File: config.mk
export PLATFORM = sky130hd
export DESIGN_NAME = ctrl_pipeline_flat
export DESIGN_NICKNAME = d
export VERILOG_FILES = /design/src/rtl/ctrl_pkg.sv /design/src/rtl/ctrl_pipeline_if.sv /design/src/rtl/ctrl_stage.sv /design/src/rtl/ctrl_pipeline.sv /design/src/flat_wrapper.sv
export SDC_FILE = /design/constraint.sdc
export NUM_CORES = 1
export LEC_CHECK = 0
export CAP_MARGIN = 20
export CORE_ASPECT_RATIO = 0.7
export CORE_MARGIN = 2
export CORE_UTILIZATION = 48
export DETAILED_ROUTE_END_ITERATION = 12
export HOLD_SLACK_MARGIN = 0.06
export PLACE_DENSITY = 0.88
export SKIP_LAST_GASP = 1
export SYNTH_ARGS = -nofsm -noshare
export SYNTH_HDL_FRONTEND = slang
export SYNTH_SLANG_ARGS = --single-unit
File: constraint.sdc
create_clock -name clk -period 2.75 [get_ports clk]
set_input_delay 0.55 -clock clk [delete_from_list [all_inputs] [get_ports clk]]
set_output_delay 0.55 -clock clk [all_outputs]
set_load 0.01 [all_outputs]
File: src/rtl/ctrl_pkg.sv
// ============================================================================
//  Module      : ctrl_pkg
//  Description : Shared definitions for the control pipeline: default bundle
//                geometry, default divide latency and the divide FSM states.
//  Revision    : 1.0 - initial release
// ============================================================================
`default_nettype none

package ctrl_pkg;

    localparam int c_CW_DEFAULT         = 16;
    localparam int c_STAGES_DEFAULT     = 3;
    localparam int c_DIV_CYCLES_DEFAULT = 32;

    // Divide sequencer states, explicitly one bit wide.
    typedef enum logic [0:0] {
        IDLE = 1'b0,
        BUSY = 1'b1
    } divState_t;

endpackage

`default_nettype wire

File: src/rtl/ctrl_pipeline_if.sv
// ============================================================================
//  Module      : ctrl_pipeline_if
//  Description : Bundle of decode-side inputs and per-stage outputs of the
//                control pipeline. master = driver of decode/stall/flush,
//                slave = the pipeline itself.
//  Revision    : 1.0 - initial release
// ============================================================================
`default_nettype none

interface ctrl_pipeline_if
    import ctrl_pkg::*;
#(
    parameter int CW     = c_CW_DEFAULT,
    parameter int STAGES = c_STAGES_DEFAULT
);

    logic [CW-1:0]        ctrl_d;
    logic                 div_start_d;
    logic [STAGES-1:0]    stall_i;
    logic [STAGES-1:0]    flush_i;
    logic [STAGES*CW-1:0] ctrl_o;
    logic [STAGES-1:0]    valid_o;
    logic                 div_busy_o;
    logic                 stall_d_o;

    modport master (
        output ctrl_d, div_start_d, stall_i, flush_i,
        input  ctrl_o, valid_o, div_busy_o, stall_d_o
    );

    modport slave (
        input  ctrl_d, div_start_d, stall_i, flush_i,
        output ctrl_o, valid_o, div_busy_o, stall_d_o
    );

endinterface

`default_nettype wire

File: src/rtl/ctrl_stage.sv
// ============================================================================
//  Module      : ctrl_stage
//  Description : One pipeline slot: a CW-wide control register plus valid.
//                Priority flush > hold > bubble > load.
//  Revision    : 1.0 - initial release
// ============================================================================
`default_nettype none

module ctrl_stage
    import ctrl_pkg::*;
#(
    parameter int CW = c_CW_DEFAULT
) (
    input  wire logic          clk,
    input  wire logic          rst,
    input  wire logic          i_flush,
    input  wire logic          i_hold,
    input  wire logic          i_bubble,
    input  wire logic [CW-1:0] i_ctrl,
    input  wire logic          i_valid,
    output logic      [CW-1:0] o_ctrl,
    output logic               o_valid
);

    logic [CW-1:0] r_ctrl;
    logic          r_valid;

    // Slot register: flush clears even while held; a held upstream feeds a bubble.
    always_ff @(posedge clk) begin
        if (rst || i_flush) begin
            r_ctrl  <= '0;
            r_valid <= 1'b0;
        end else if (i_hold) begin
            r_ctrl  <= r_ctrl;
            r_valid <= r_valid;
        end else if (i_bubble) begin
            r_ctrl  <= '0;
            r_valid <= 1'b0;
        end else begin
            r_ctrl  <= i_ctrl;
            r_valid <= i_valid;
        end
    end

    assign o_ctrl  = r_ctrl;
    assign o_valid = r_valid;

endmodule

`default_nettype wire

File: src/rtl/ctrl_pipeline.sv
// ============================================================================
//  Module      : ctrl_pipeline
//  Description : Control-bundle pipeline after decode with per-stage stall and
//                flush, back-propagated holds and an optional multi-cycle
//                divide sequencer holding stage 0.
//                Optional feature macro: CTRL_PIPELINE_DIV_EN (divide FSM).
//  Revision    : 1.0 - initial release
// ============================================================================
`default_nettype none

module ctrl_pipeline
    import ctrl_pkg::*;
#(
    parameter int CW         = c_CW_DEFAULT,
    parameter int STAGES     = c_STAGES_DEFAULT,
    parameter int DIV_CYCLES = c_DIV_CYCLES_DEFAULT
) (
    input  wire logic       clk,
    input  wire logic       rst,
    ctrl_pipeline_if.slave  bus
);

    logic [STAGES-1:0] w_hold;
    logic              w_divHold;
    logic [CW-1:0]     w_stageCtrl  [STAGES];
    logic [STAGES-1:0] w_stageValid;

    // Holds ripple backwards: a stalled stage freezes everything upstream of it.
    always_comb begin
        w_hold             = '0;
        w_hold[STAGES-1]   = bus.stall_i[STAGES-1];
        for (int k = STAGES - 2; k >= 0; k--) begin
            w_hold[k] = bus.stall_i[k] | w_hold[k+1];
        end
        w_hold[0] = w_hold[0] | w_divHold;
    end

    assign bus.stall_d_o = w_hold[0];

    generate
        for (genvar k = 0; k < STAGES; k++) begin : g_stage
            if (k == 0) begin : g_head
                ctrl_stage #(.CW(CW)) u_stage (
                    .clk      (clk),
                    .rst      (rst),
                    .i_flush  (bus.flush_i[0]),
                    .i_hold   (w_hold[0]),
                    .i_bubble (1'b0),
                    .i_ctrl   (bus.ctrl_d),
                    .i_valid  (1'b1),
                    .o_ctrl   (w_stageCtrl[0]),
                    .o_valid  (w_stageValid[0])
                );
            end else begin : g_body
                ctrl_stage #(.CW(CW)) u_stage (
                    .clk      (clk),
                    .rst      (rst),
                    .i_flush  (bus.flush_i[k]),
                    .i_hold   (w_hold[k]),
                    .i_bubble (w_hold[k-1]),
                    .i_ctrl   (w_stageCtrl[k-1]),
                    .i_valid  (w_stageValid[k-1]),
                    .o_ctrl   (w_stageCtrl[k]),
                    .o_valid  (w_stageValid[k])
                );
            end
        end
    endgenerate

    // Flatten the per-stage bundles onto the output bus.
    always_comb begin
        bus.ctrl_o = '0;
        for (int k = 0; k < STAGES; k++) begin
            bus.ctrl_o[k*CW +: CW] = w_stageCtrl[k];
        end
    end

    assign bus.valid_o = w_stageValid;

`ifdef CTRL_PIPELINE_DIV_EN
    localparam int CNT_W = (DIV_CYCLES > 1) ? $clog2(DIV_CYCLES) : 1;
    localparam logic [CNT_W-1:0] c_CNT_LOAD = CNT_W'(DIV_CYCLES - 1);

    divState_t        r_state;
    divState_t        w_stateNext;
    logic [CNT_W-1:0] r_cnt;
    logic [CNT_W-1:0] w_cntNext;
    logic             w_divStart;

    // The last busy cycle (counter 0) releases stage 0 so the divide spends
    // exactly DIV_CYCLES cycles there.
    assign w_divHold      = (r_state == BUSY) && (r_cnt != '0);
    assign bus.div_busy_o = (r_state == BUSY);

    // A divide starts only when it really advances into stage 0.
    assign w_divStart = bus.div_start_d & ~bus.flush_i[0] & ~w_hold[0];

    // Divide sequencer state and counter registers.
    always_ff @(posedge clk) begin
        if (rst) begin
            r_state <= IDLE;
            r_cnt   <= '0;
        end else begin
            r_state <= w_stateNext;
            r_cnt   <= w_cntNext;
        end
    end

    // Divide sequencer next-state: flush aborts, expiry frees stage 0.
    always_comb begin
        w_stateNext = r_state;
        w_cntNext   = r_cnt;
        case (r_state)
            IDLE: begin
                if (w_divStart) begin
                    w_stateNext = BUSY;
                    w_cntNext   = c_CNT_LOAD;
                end
            end
            BUSY: begin
                if (bus.flush_i[0]) begin
                    w_stateNext = IDLE;
                    w_cntNext   = '0;
                end else if (r_cnt == '0) begin
                    if (w_divStart) begin
                        w_stateNext = BUSY;
                        w_cntNext   = c_CNT_LOAD;
                    end else begin
                        w_stateNext = IDLE;
                    end
                end else begin
                    w_cntNext = r_cnt - 1'b1;
                end
            end
            default: begin
                w_stateNext = IDLE;
                w_cntNext   = '0;
            end
        endcase
    end
`else
    logic w_unusedDivStart;

    assign w_unusedDivStart = bus.div_start_d;
    assign w_divHold        = 1'b0;
    assign bus.div_busy_o   = 1'b0;
`endif

endmodule

`default_nettype wire

File: src/flat_wrapper.sv
// flat-port wrapper written by rule: the top's interface ports become plain ports
module ctrl_pipeline_flat import ctrl_pkg::*;
#(
    parameter int CW         = c_CW_DEFAULT,
    parameter int STAGES     = c_STAGES_DEFAULT,
    parameter int DIV_CYCLES = c_DIV_CYCLES_DEFAULT
)
  (clk, rst, bus_ctrl_d, bus_div_start_d, bus_stall_i, bus_flush_i, bus_ctrl_o, bus_valid_o, bus_div_busy_o, bus_stall_d_o);
  ctrl_pipeline_if #(.CW(CW), .STAGES(STAGES)) bus_i ();
  input  wire logic clk;
  input  wire logic rst;
  input wire logic [$bits(bus_i.ctrl_d)-1:0] bus_ctrl_d;
  input wire logic [$bits(bus_i.div_start_d)-1:0] bus_div_start_d;
  input wire logic [$bits(bus_i.stall_i)-1:0] bus_stall_i;
  input wire logic [$bits(bus_i.flush_i)-1:0] bus_flush_i;
  output wire logic [$bits(bus_i.ctrl_o)-1:0] bus_ctrl_o;
  output wire logic [$bits(bus_i.valid_o)-1:0] bus_valid_o;
  output wire logic [$bits(bus_i.div_busy_o)-1:0] bus_div_busy_o;
  output wire logic [$bits(bus_i.stall_d_o)-1:0] bus_stall_d_o;
  assign bus_i.ctrl_d = bus_ctrl_d;
  assign bus_i.div_start_d = bus_div_start_d;
  assign bus_i.stall_i = bus_stall_i;
  assign bus_i.flush_i = bus_flush_i;
  assign bus_ctrl_o = bus_i.ctrl_o;
  assign bus_valid_o = bus_i.valid_o;
  assign bus_div_busy_o = bus_i.div_busy_o;
  assign bus_stall_d_o = bus_i.stall_d_o;
  ctrl_pipeline #(.CW(CW), .STAGES(STAGES), .DIV_CYCLES(DIV_CYCLES)) u_core (.clk(clk), .rst(rst), .bus(bus_i));
endmodule
-- Word level (Yosys, flattened, before mapping)
Cells that the tools add are included.
- multiplexer cells: 4
- magnitude comparators: 0
- multipliers: 0
- reduce and logical (&&, ||, !) cells: 3
- bitwise logic cells: 2
- eq/ne operators: 0
- divide/modulo/power cells: 0
- add/subtract/negate cells: 0
- shift operators: 0
- operators by type and width (kind ; number):
    2-to-1 mux 16 bit ; 2
    logical OR 1 bit ; 3
    2-to-1 mux 1 bit ; 2
    OR 1 bit ; 2
- input port bits: 25
- register bits: 51
- bits in writable memories: 0
- latch bits: 0
- output and inout bits: 53
- bits in read-only memories: 0
- memories kept: 0

-- Logic depth before layout (Yosys ltp)
Gate-level depths: netlist of the first run.
- depth in word-level cells: 3
- depth in mapped cells: 5

-- Modules after synthesis
Synthesis of the first run repeated with hierarchy kept, for this count alone.
- cell total of the unflattened synthesis: 230
- area, all modules: 2088.3 µm²
- modules (own cells, without submodules) (module ; sequential area each (µm²) ; area an instance (µm²) ; times used ; cells each):
    ctrl_stage ; 340.3 ; 686.9 ; 3 ; 75
    ctrl_pipeline ; 0.0 ; 27.5 ; 1 ; 5

-- Least setup slack after synthesis of the first run
OpenSTA, ideal clock, no wires.
- kind: in2out
- from: in bus_stall_i[2]
- to: out bus_stall_d_o
- slack: 915 ps
- arrival: 1285 ps
- stages: 5
- buffers on the path: 3
- required time: 2200 ps
- cells stage by stage: buf_6 -> buf_6 -> clkbuf_1 -> nor3_1 -> inv_1
- word-level cells in the longest chain between the ends: 2
- RTL lines (element ; line ; text):
    from (decl) ; flat_wrapper.sv:14 ; input wire logic [$bits(bus_i.stall_i)-1:0] bus_stall_i;
    OR 1 bit (2 in a row) ; ctrl_pipeline.sv:33 ; w_hold[k] = bus.stall_i[k] | w_hold[k+1];
    to (decl) ; flat_wrapper.sv:19 ; output wire logic [$bits(bus_i.stall_d_o)-1:0] bus_stall_d_o;
No other way between the ends.

-- Final worst setup path of the first run
- from: in bus_stall_i[0]
- to: out bus_stall_d_o
- word-level cells in the longest chain between the ends: 1
- RTL lines (element ; line):
    OR 1 bit ; ctrl_pipeline.sv:33
No other way between the ends.

==> results of run 1 <==
through the flow:
| step | util (%) | cell area (sq um) |
|---|---|---|
| floorplan | - | 2273 |
| global placement | 66.18 | 2948 |
| detailed placement | 66.18 | 2948 |
| CTS | 68.43 | 3048 |
| global route | 68.43 | 3048 |
| finish | 68.43 | 3048 |
report_power, final:
part,switching [uW],internal (uW),total (uW)
registers,3.05,742,745
clock network,226,230,456
logic,64.8,52.5,117
total,294,1020,1320
layer usage:
layer  wire length [microns]  track usage, %  vias to the layer above
met5                       0               0                        -
met4                       9           3.348                        0
met3                     297           5.228                        2
met2                    2178           29.68                       59
met1                    2752           30.35                      859
li1                        -               -                      995
final timing paths:
kind / startpoint / cells past startpoint / endpoint
max: bus_stall_i[0] / 4 / bus_stall_d_o
min: u_core.g_stage[2].g_body.u_stage.o_ctrl[11] / 2 / u_core.g_stage[2].g_body.u_stage.o_ctrl[11]
max reg2reg: u_core.g_stage[0].g_head.u_stage.o_ctrl[2] / 2 / u_core.g_stage[1].g_body.u_stage.o_ctrl[2]
min reg2reg: u_core.g_stage[2].g_body.u_stage.o_ctrl[11] / 2 / u_core.g_stage[2].g_body.u_stage.o_ctrl[11]
tightest hold or removal path: cells and delay by family, from the launching register on:
kind | cells | cell delay [ps]
AO/OA/AOI/OAI | 1 | 50
flip-flops | 1 | 320
AND/OR/NAND/NOR | 1 | 60
cell families after synthesis:
family / Yosys count / share of synthesized area, %
flops: 51 / 44.91
simple gates: 71 / 24.82
compound gates: 84 / 22.12
other cells: 1 / 0.1649
buf+inv: 35 / 7.980
Yosys cell counts:
| library cell | n |
|---|---|
| a21boi_0 | 5 |
| or4b_1 | 33 |
| buf_4 | 4 |
| o21a_1 | 1 |
| buf_6 | 4 |
| or3b_2 | 17 |
| nor2_1 | 1 |
| dfxtp_1 | 51 |
| clkbuf_2 | 1 |
| a21oi_1 | 34 |
| buf_1 | 1 |
| clkbuf_1 | 21 |
| conb_1 | 1 |
| o21ai_0 | 17 |
| nor3_1 | 1 |
| o31ai_1 | 16 |
| or2_2 | 2 |
| nand2_1 | 17 |
| buf_2 | 3 |
| a21boi_1 | 11 |
| inv_1 | 1 |
registers in the layout (all words and copies together) (netlist names):
register,count
u_core.g_stage.g_body.u_stage.o_ctrl,32
u_core.g_stage.g_body.u_stage.o_valid,2
u_core.g_stage.g_head.u_stage.o_ctrl,16
u_core.g_stage.g_head.u_stage.o_valid,1
final cells by class:
class | count | area (sq um)
fill | 382 | 1406
multi-input combinational | 156 | 1071
sequential | 51 | 1021
timing repair buffer | 79 | 783.3
clock buffer | 8 | 100.1
tap | 55 | 68.82
inverter | 1 | 3.754
cell usage in the layout, fill, tap and decap left out:
| master | netlist | routed |
|---|---|---|
| a21boi_0 | 5 | 5 |
| a21boi_1 | 11 | 11 |
| a21oi_1 | 34 | 34 |
| buf_12 | 0 | 1 |
| buf_2 | 3 | 2 |
| buf_4 | 4 | 3 |
| clkbuf_1 | 21 | 1 |
| clkbuf_8 | 0 | 7 |
| clkdlybuf4s50_1 | 0 | 73 |
| conb_1 | 1 | 1 |
| dfxtp_1 | 51 | 51 |
| inv_1 | 1 | 1 |
| nand2_1 | 17 | 17 |
| nor2_1 | 1 | 1 |
| nor3_1 | 1 | 1 |
| o21a_1 | 1 | 1 |
| o21ai_0 | 17 | 17 |
| o31ai_1 | 16 | 16 |
| or2_2 | 2 | 2 |
| or3b_2 | 17 | 17 |
| or4b_1 | 33 | 33 |
==> run_results.csv, run 1 <==
group,metric,value,unit
run_status,outcome,"finished clean",
synthesis,ys_top_cells_by_area,"dfxtp_1 (45%), or4b_1 (15%), a21oi_1 (7.5%)",
clocking,cts_root_buffer,"clkbuf_8",
place,pre_cts_slack,451.5,ps
final_layout,drive_gt1_share,10.85,%
clocking,cts_buffer_depth,2,
grt,grt.total_usage,20.19,%
timing,rsz0062_at_grt,"false",
critical_path,worstSetupPathType,"in -> out",
timing,worst_slack,448.5,ps
timing,hold_violations,0,
place,dp.cells,342,
critical_path,required,2200,ps
critical_path,slowest_stage,"clkdlybuf4s50_1",
hold_path,hold_path.class,"reg -> reg",
synthesis,yosys_warnings,0,
clocking,cts_tree,"yes",
clocking,cts_sinks,51,
route,wirelength,5238,microns
floorplanning,die-area,5312,sq um
floorplanning,io_pins,78,
critical_path,critical_path.max_stage_delay,480,ps
critical_path,crit_buf_inv,3,
floorplanning,die-height,61.58,microns
synthesis,synth_area_per_cell,9.394,sq um
timing,fmaxAchievable,0.4345,GHz
pwr,peakVddDrop,251.0,uV
final_layout,n_antenna_cell,0,
place,place_hpwl,3445,microns
critical_path,start_kind,"input port",
floorplanning,std_cell_rows,20,
grt,grt_pass1_vias,1727,
synthesis,synth_top_cell_area_share,44.91,%
critical_path,rrSetupSlack,1690,ps
critical_path,crit_fanout,2,
synthesis,synth_cells,242,
clocking,h-tree-depth,2,
synthesis,syn_area,2273,sq um
critical_path,crit_family,"buffers and inverters",
clocking,cts_resized,0,
timing,tns,0,ps
route,num_vias,1915,
floorplanning,core_area,4454,sq um
floorplanning,die_w,86.26,microns
route,antenna_left,0,
synthesis,ys_seq_elements,51,
pwr,powerDensity,432.5,nW/um^2
synthesis,yosysSeqAreaShare,44.91,%
critical_path,crit_arrival,1750,ps
final_layout,final_nets,319,
pwr,power_leakage,0.0009239,uW
grt,global_route.overflow_total,0,
timing,min_period_over_period,83.69,%
final_layout,layout.cells.non_filler,350,
route,drt_iter0_markers,124,
route,dr.pass1.iters,4,
synthesis,synth.distinct_cells,21,
clocking,insertion_delay,290,ps
clocking,cts_inserted_buffers,5,
route,vias_per_cell,5.471,
job,drv_cap,0,
place,port_buffers,75,
synthesis,syn-num-nets,267,
critical_path,cp-end-kind,"output pin",
timing,slew_viol_final,0,
critical_path,cpMostUsedCell,"clkdlybuf4s50_1",
timing,worst_pin_slew,657.9,ps
timing,post-route-min-period,2301,ps
synthesis,yosys.area.top_type,"dfxtp_1",
timing,max-slew-margin-rel,56.14,%
timing,finClkSkew,6.231,ps
grt,grt_pass1_wl,8397,microns
floorplanning,initial_utilization,51.04,%
critical_path,crit_path_cell_trace,"clkdlybuf4s50_1, nor3_1, inv_1, clkdlybuf4s50_1",
timing,whs,468.2,ps
final_layout,syn_to_final_growth,34.07,%
place,place.gp.congestion,0.6983,
route,drc_errors,0,
clocking,post_cts_buffers,0,
clocking,cts_hold_buf,0,
pwr,finalPower,1318,uW
clocking,clk_pin_slew,90,ps
grt,grt_start_max_net_pins,101,
grt,antenna_found_initial,0,
route,wl_per_cell,14.97,microns
timing,setup_viol,0,
Note: power is estimated with default switching activity, not from simulation.
==> run 2, diff against run 1 <==
Settings changed: CORE_UTILIZATION 48 to 45, PLACE_DENSITY 0.88 to 0.83.
Clock period 2.75 ns to 2.35 ns, I/O delays scaled along.
==> run 2 against run 1 <==
  * Hold slack hardly changed
  * Combinational power is 17% higher
  * Highest routed layer unchanged
  * Largest cell class unchanged
  * Sequential power is 17% higher
  * Core utilization is 5.4 points lower
==> run_results.csv, run 2 (synthesized netlist as in run 1, its figures left out) <==
group,metric,value,unit
run_status,outcome,"finished clean",
clocking,cts_resized,0,
clocking,post_cts_buffers,0,
timing,worst_pin_slew,657.4,ps
clocking,cts_hold_buf,0,
clocking,cts_buffer_depth,2,
place,place.gp.congestion,0.7505,
critical_path,crit_arrival,1680,ps
floorplanning,die_w,88.96,microns
final_layout,n_antenna_cell,0,
clocking,cts_root_buffer,"clkbuf_8",
critical_path,cpMostUsedCell,"clkdlybuf4s50_1",
critical_path,start_kind,"input port",
clocking,insertion_delay,300,ps
clocking,cts_sinks,51,
final_layout,drive_gt1_share,10.51,%
floorplanning,io_pins,78,
critical_path,crit_family,"buffers and inverters",
floorplanning,std_cell_rows,21,
floorplanning,die-height,63.47,microns
timing,whs,468.3,ps
final_layout,final_cell_mix,"clkdlybuf4s50_1 (73), dfxtp_1 (51), a21oi_1 (34)",
floorplanning,core_area,4835,sq um
route,num_vias,1906,
grt,grt.total_usage,18.71,%
critical_path,crit_fanout,2,
grt,grt_use_met2,23.69,%
pwr,powerDensity,490.0,nW/um^2
timing,rsz0062_at_grt,"false",
route,drc_errors,0,
critical_path,worstSetupPathType,"in -> out",
clocking,cts_tree,"yes",
grt,busiest_layer,"met1",
critical_path,required,1880,ps
route,antenna_left,0,
clocking,cts_inserted_buffers,5,
final_layout,multi_input_area,1071,sq um
critical_path,rrSetupSlack,1280,ps
timing,setup_viol,0,
grt,grt_start_max_net_pins,101,
grt,grt_util_met3,5.111,%
hold_path,hold_path.class,"reg -> reg",
pwr,finalPower,1493,uW
route,wl_per_cell,14.24,microns
route,vias_per_cell,5.236,
grt,global_route.overflow_total,0,
final_layout,final_common_cell,"clkdlybuf4s50_1",
grt,antenna_found_initial,0,
floorplanning,initial_utilization,47.02,%
final_layout,syn_to_final_growth,34.01,%
timing,finClkSkew,4.570,ps
clocking,clk_pin_slew,90,ps
timing,fmaxAchievable,0.4656,GHz
final_layout,final_nets,319,
timing,tns,0,ps
final_layout,register_area,1021,sq um
route,dr.pass1.iters,4,
final_layout,final_util,63.02,%
clocking,h-tree-depth,2,
timing,min_period_over_period,91.39,%
pwr,power_leakage,0.0009146,uW
pwr,peakVddDrop,350.4,uV
grt,grt_pass1_wl,8238,microns
final_layout,largest_reg_flops,32,
route,wirelength,5183,microns
final_layout,fillCellCount,447,
floorplanning,die-area,5646,sq um
critical_path,slowest_stage,"clkdlybuf4s50_1",
timing,slew_viol_final,0,
timing,hold_violations,0,
critical_path,cp-end-kind,"output pin",
place,place_hpwl,3312,microns
critical_path,crit_buf_inv,3,
critical_path,critical_path.max_stage_delay,480,ps
place,port_buffers,75,
job,drv_cap,0,
timing,post-route-min-period,2148,ps
timing,max-slew-margin-rel,56.17,%
critical_path,crit_path_cell_trace,"clkdlybuf4s50_1, nor3_1, inv_1, clkdlybuf4s50_1",
grt,met1_usage,30.02,%
grt,grt_pass1_vias,1597,
route,drt_iter0_markers,84,
-- run 2: cell count changes in the layout (fill, tap and decap cells not counted), sizes merged --
cell,before,now
clkbuf,8,7
clkinv,0,1
-- run 2: cell type report --
type / instances / share of cell area (%)
clock buffer: 7 / 2.505
clock inverter: 1 / 0.1643
inverter: 1 / 0.1232
multi-input combinational: 156 / 35.15
sequential: 51 / 33.51
tap: 69 / 2.834
timing repair buffer: 79 / 25.71
-- run 2: per-layer routing --
metal | part of all wire, % | vias up | wire, microns
li1 | - | 989 | -
met1 | 54 | 863 | 2792
met2 | 40 | 52 | 2077
met3 | 5.6 | 2 | 289
met4 | 0.46 | 0 | 24
met5 | 0 | - | 0
-- run 2: where the power goes --
group / switching [uW] / internal, uW
combinational: 75.4 / 61.5
clock: 275 / 210
sequential: 3.31 / 868
-- run 2: metrics by stage --
stage	instances	instance area (sq um)	worst slack, ps
detailed placement	356	2965	197.0
global route	364	3047	141.6
finish	364	3047	202.3
floorplan	242	2273	674.7
CTS	364	3047	195.7
global placement	356	2965	222.4
-- run 2: final timing paths --
path              depth (start not counted)                                        start                                          end
setup / recovery                          4                               bus_stall_i[0]                                bus_stall_d_o
hold / removal                            2  u_core.g_stage[2].g_body.u_stage.o_ctrl[13]  u_core.g_stage[2].g_body.u_stage.o_ctrl[13]
setup reg to reg                          2   u_core.g_stage[0].g_head.u_stage.o_ctrl[1]   u_core.g_stage[1].g_body.u_stage.o_ctrl[1]
hold reg to reg                           2  u_core.g_stage[2].g_body.u_stage.o_ctrl[13]  u_core.g_stage[2].g_body.u_stage.o_ctrl[13]
-- run 2: tightest hold or removal path, cell delays in order (launching register included) --
cell and delay (ps):
dfxtp_1 320, nand2_1 60, a21oi_1 50
==> run 3, diff against run 2 <==
Settings changed: CORE_UTILIZATION 45 to 44, PLACE_DENSITY 0.83 to 0.84, SYNTH_HIERARCHICAL from default to 1.
==> run 3 against run 2 <==
  * Critical path depth down 1
  * First-iteration DRC count is 32% higher
  * Die area is 5.7% lower
  * Sequential power is 0.5% lower
  * Via count decreased by 8.7%
  * Largest power group unchanged
  * Largest cell class is now sequential cells
  * Critical endpoint unchanged
==> run_results.csv, run 3 <==
group,metric,value,unit
clocking,h-tree-depth,2,
floorplanning,std_cell_rows,20,
clocking,clk_pin_slew,80,ps
critical_path,crit_fanout,4,
timing,whs,462.0,ps
clocking,cts_root_buffer,"clkbuf_8",
route,wirelength,4760,microns
pwr,swShare,22.18,%
critical_path,required,1880,ps
synthesis,synthXorXnorAreaFrac,0,%
timing,tns,0,ps
timing,slew_viol_final,0,
clocking,insertion_delay,290,ps
final_layout,syn_to_final_growth,39.96,%
pwr,peakVddDrop,228.2,uV
synthesis,synth_fa_ha_area_share,0,%
pwr,power_leakage,0.0008985,uW
critical_path,slowest_stage,"clkdlybuf4s50_1",
final_layout,largest_reg_flops,32,
synthesis,synth.distinct_cells,12,
route,wl_per_cell,13.26,microns
clocking,cts_resized,0,
synthesis,yosys_warnings,6,
synthesis,syn_area,2088,sq um
synthesis,yosys.area.top_type,"dfxtp_1",
timing,min_period_over_period,97.94,%
grt,antenna_found_initial,0,
synthesis,synth_cells,230,
place,place_hpwl,3335,microns
critical_path,cp-end-kind,"output pin",
critical_path,rrSetupSlack,1290,ps
timing,fmaxAchievable,0.4345,GHz
run_status,outcome,"finished clean",
pwr,internal_power,1120,uW
synthesis,muxShareOfSynthArea,0,%
grt,grt_start_max_net_pins,52,
pwr,pwr-share-seq,60.3,%
route,num_vias,1740,
floorplanning,io_pins,78,
final_layout,final_common_cell,"clkdlybuf4s50_1",
floorplanning,initial_utilization,46.88,%
hold_path,hold_path.class,"reg -> reg",
critical_path,crit_arrival,1830,ps
route,drc_errors,0,
synthesis,synth_edf_count,0,
grt,grt_pass1_wl,7721,microns
clocking,cts_tree,"yes",
synthesis,yosys_most_used_dff,"dfxtp_1",
floorplanning,die-height,61.64,microns
timing,finClkSkew,5.719,ps
critical_path,cpMostUsedCell,"clkdlybuf4s50_1",
place,port_buffers,75,
synthesis,ys_top_cells_by_area,"dfxtp_1 (49%), or3b_1 (15%), a21oi_1 (12%)",
clocking,cts_hold_buf,0,
grt,grt_pass1_vias,1580,
timing,rsz0062_at_grt,"false",
pwr,powerDensity,492.4,nW/um^2
critical_path,start_kind,"input port",
route,vias_per_cell,4.847,
clocking,cts_sinks,51,
synthesis,ys_seq_elements,51,
place,place.gp.congestion,0.6902,
timing,post-route-min-period,2302,ps
final_layout,drive_gt1_share,9.211,%
clocking,cts_buffer_depth,2,
final_layout,final_nets,330,
grt,global_route.overflow_total,0,
grt,grt.total_usage,19.06,%
floorplanning,core_area,4454,sq um
clocking,cts_inserted_buffers,5,
final_layout,final_cell_mix,"clkdlybuf4s50_1 (75), nand2_1 (51), a21oi_1 (51), dfxtp_1 (51), or3b_1 (36)",
floorplanning,die-area,5322,sq um
critical_path,crit_path_cell_trace,"clkdlybuf4s50_1, or3_4, clkdlybuf4s50_1",
synthesis,synth_common_cells,"a21oi_1 (51), dfxtp_1 (51), nand2_1 (51), or3b_1 (36), or3b_2 (15)",
synthesis,yosysSeqAreaShare,48.89,%
pwr,switching_power,319.2,uW
synthesis,synth_compound_area_share,12.22,%
job,drv_cap,0,
synthesis,synth-simple-area-share,32.06,%
route,dr.pass1.iters,4,
synthesis,synth-async-reset-ratio,0,%
timing,hold_violations,0,
critical_path,rr_worst_depth,2,
hold_path,min_path_cells,2,
pwr,p_clk_share,32.2,%
route,antenna_left,0,
synthesis,synth_top_cell_area_share,48.89,%
critical_path,worstSetupPathType,"in -> out",
final_layout,n_antenna_cell,0,
pwr,p_comb_share,7.6,%
synthesis,synth_top_family_by_area,"simple AND/OR/NAND/NOR gates",
clocking,post_cts_buffers,0,
critical_path,critical_path.max_stage_delay,490,ps
floorplanning,die_w,86.34,microns
synthesis,synth_area_per_cell,9.079,sq um
timing,setup_viol,0,
route,drt_iter0_markers,111,
[run 3: cell types whose count changed after synthesis, sizes merged, moves of 2 or more]
cell,previous run,this run
a21boi,16,0
or4b,33,0
clkbuf,22,0
nand2,17,51
buf,12,19
or3b,17,51
o31ai,16,0
or2,2,4
a21oi,34,51
o21ai,17,0
[run 3: power by group through the flow]
stage / clock, uW / sequential, uW / combinational (uW)
2_1_floorplan: 0 / 889 / 60.0
3_3_place_gp: 0 / 888 / 106
3_5_place_dp: 0 / 888 / 107
4_1_cts: 473 / 867 / 107
5_1_grt: 509 / 868 / 120
6_report: 463 / 867 / 109
[run 3: layout make-up]
cell class	count	area (sq um)
Clock buffer	6	72.57
Tap cell	55	68.82
Timing Repair Buffer	79	793.3
Fill cell	385	1531
Sequential cell	51	1021
Multi-Input combinational cell	168	967.2
[run 3: cell families (layout without fill, tap and decap cells)]
kind of cell    Yosys count  in the layout
compound gates           51             51
buf+inv                  19             85
other cells               2             10
simple gates            107            107
flops                    51             51
[run 3: path summary, 6_finish.rpt]
check / from / endpoint
worst max-delay path: bus_stall_i[2] / bus_stall_d_o
worst min-delay path: u_core/g_stage[2].g_body.u_stage/o_ctrl[12] / u_core/g_stage[2].g_body.u_stage/o_ctrl[12]
worst max register to register: u_core/g_stage[0].g_head.u_stage/o_valid / u_core/g_stage[1].g_body.u_stage/o_valid
worst min register to register: u_core/g_stage[2].g_body.u_stage/o_ctrl[12] / u_core/g_stage[2].g_body.u_stage/o_ctrl[12]
[run 3: critical path: cells and delay by family]
kind                   cells  cell delay [ps]
buffers and inverters      2              920
AND/OR/NAND/NOR            1              430
[run 3: routing by layer]
metal	share of wire, %	vias to the layer above	track usage [%]
met2	42	42	28.79
met1	53	766	27.15
li1	-	927	-
met5	0	-	0
met4	1.2	0	7.366
met3	3.8	5	3.887
[run 3: through the flow]
step	area (sq um)	instances	util [%]	worst slack, ps	total power, uW
floorplan	2118	238	-	580.6	948.6
global placement	2845	353	63.88	34.09	993.7
detailed placement	2845	353	63.88	24.74	994.8
CTS	2918	359	65.51	20.49	1448
global route	2923	359	65.62	9.004	1497
finish	2923	359	65.62	48.44	1439
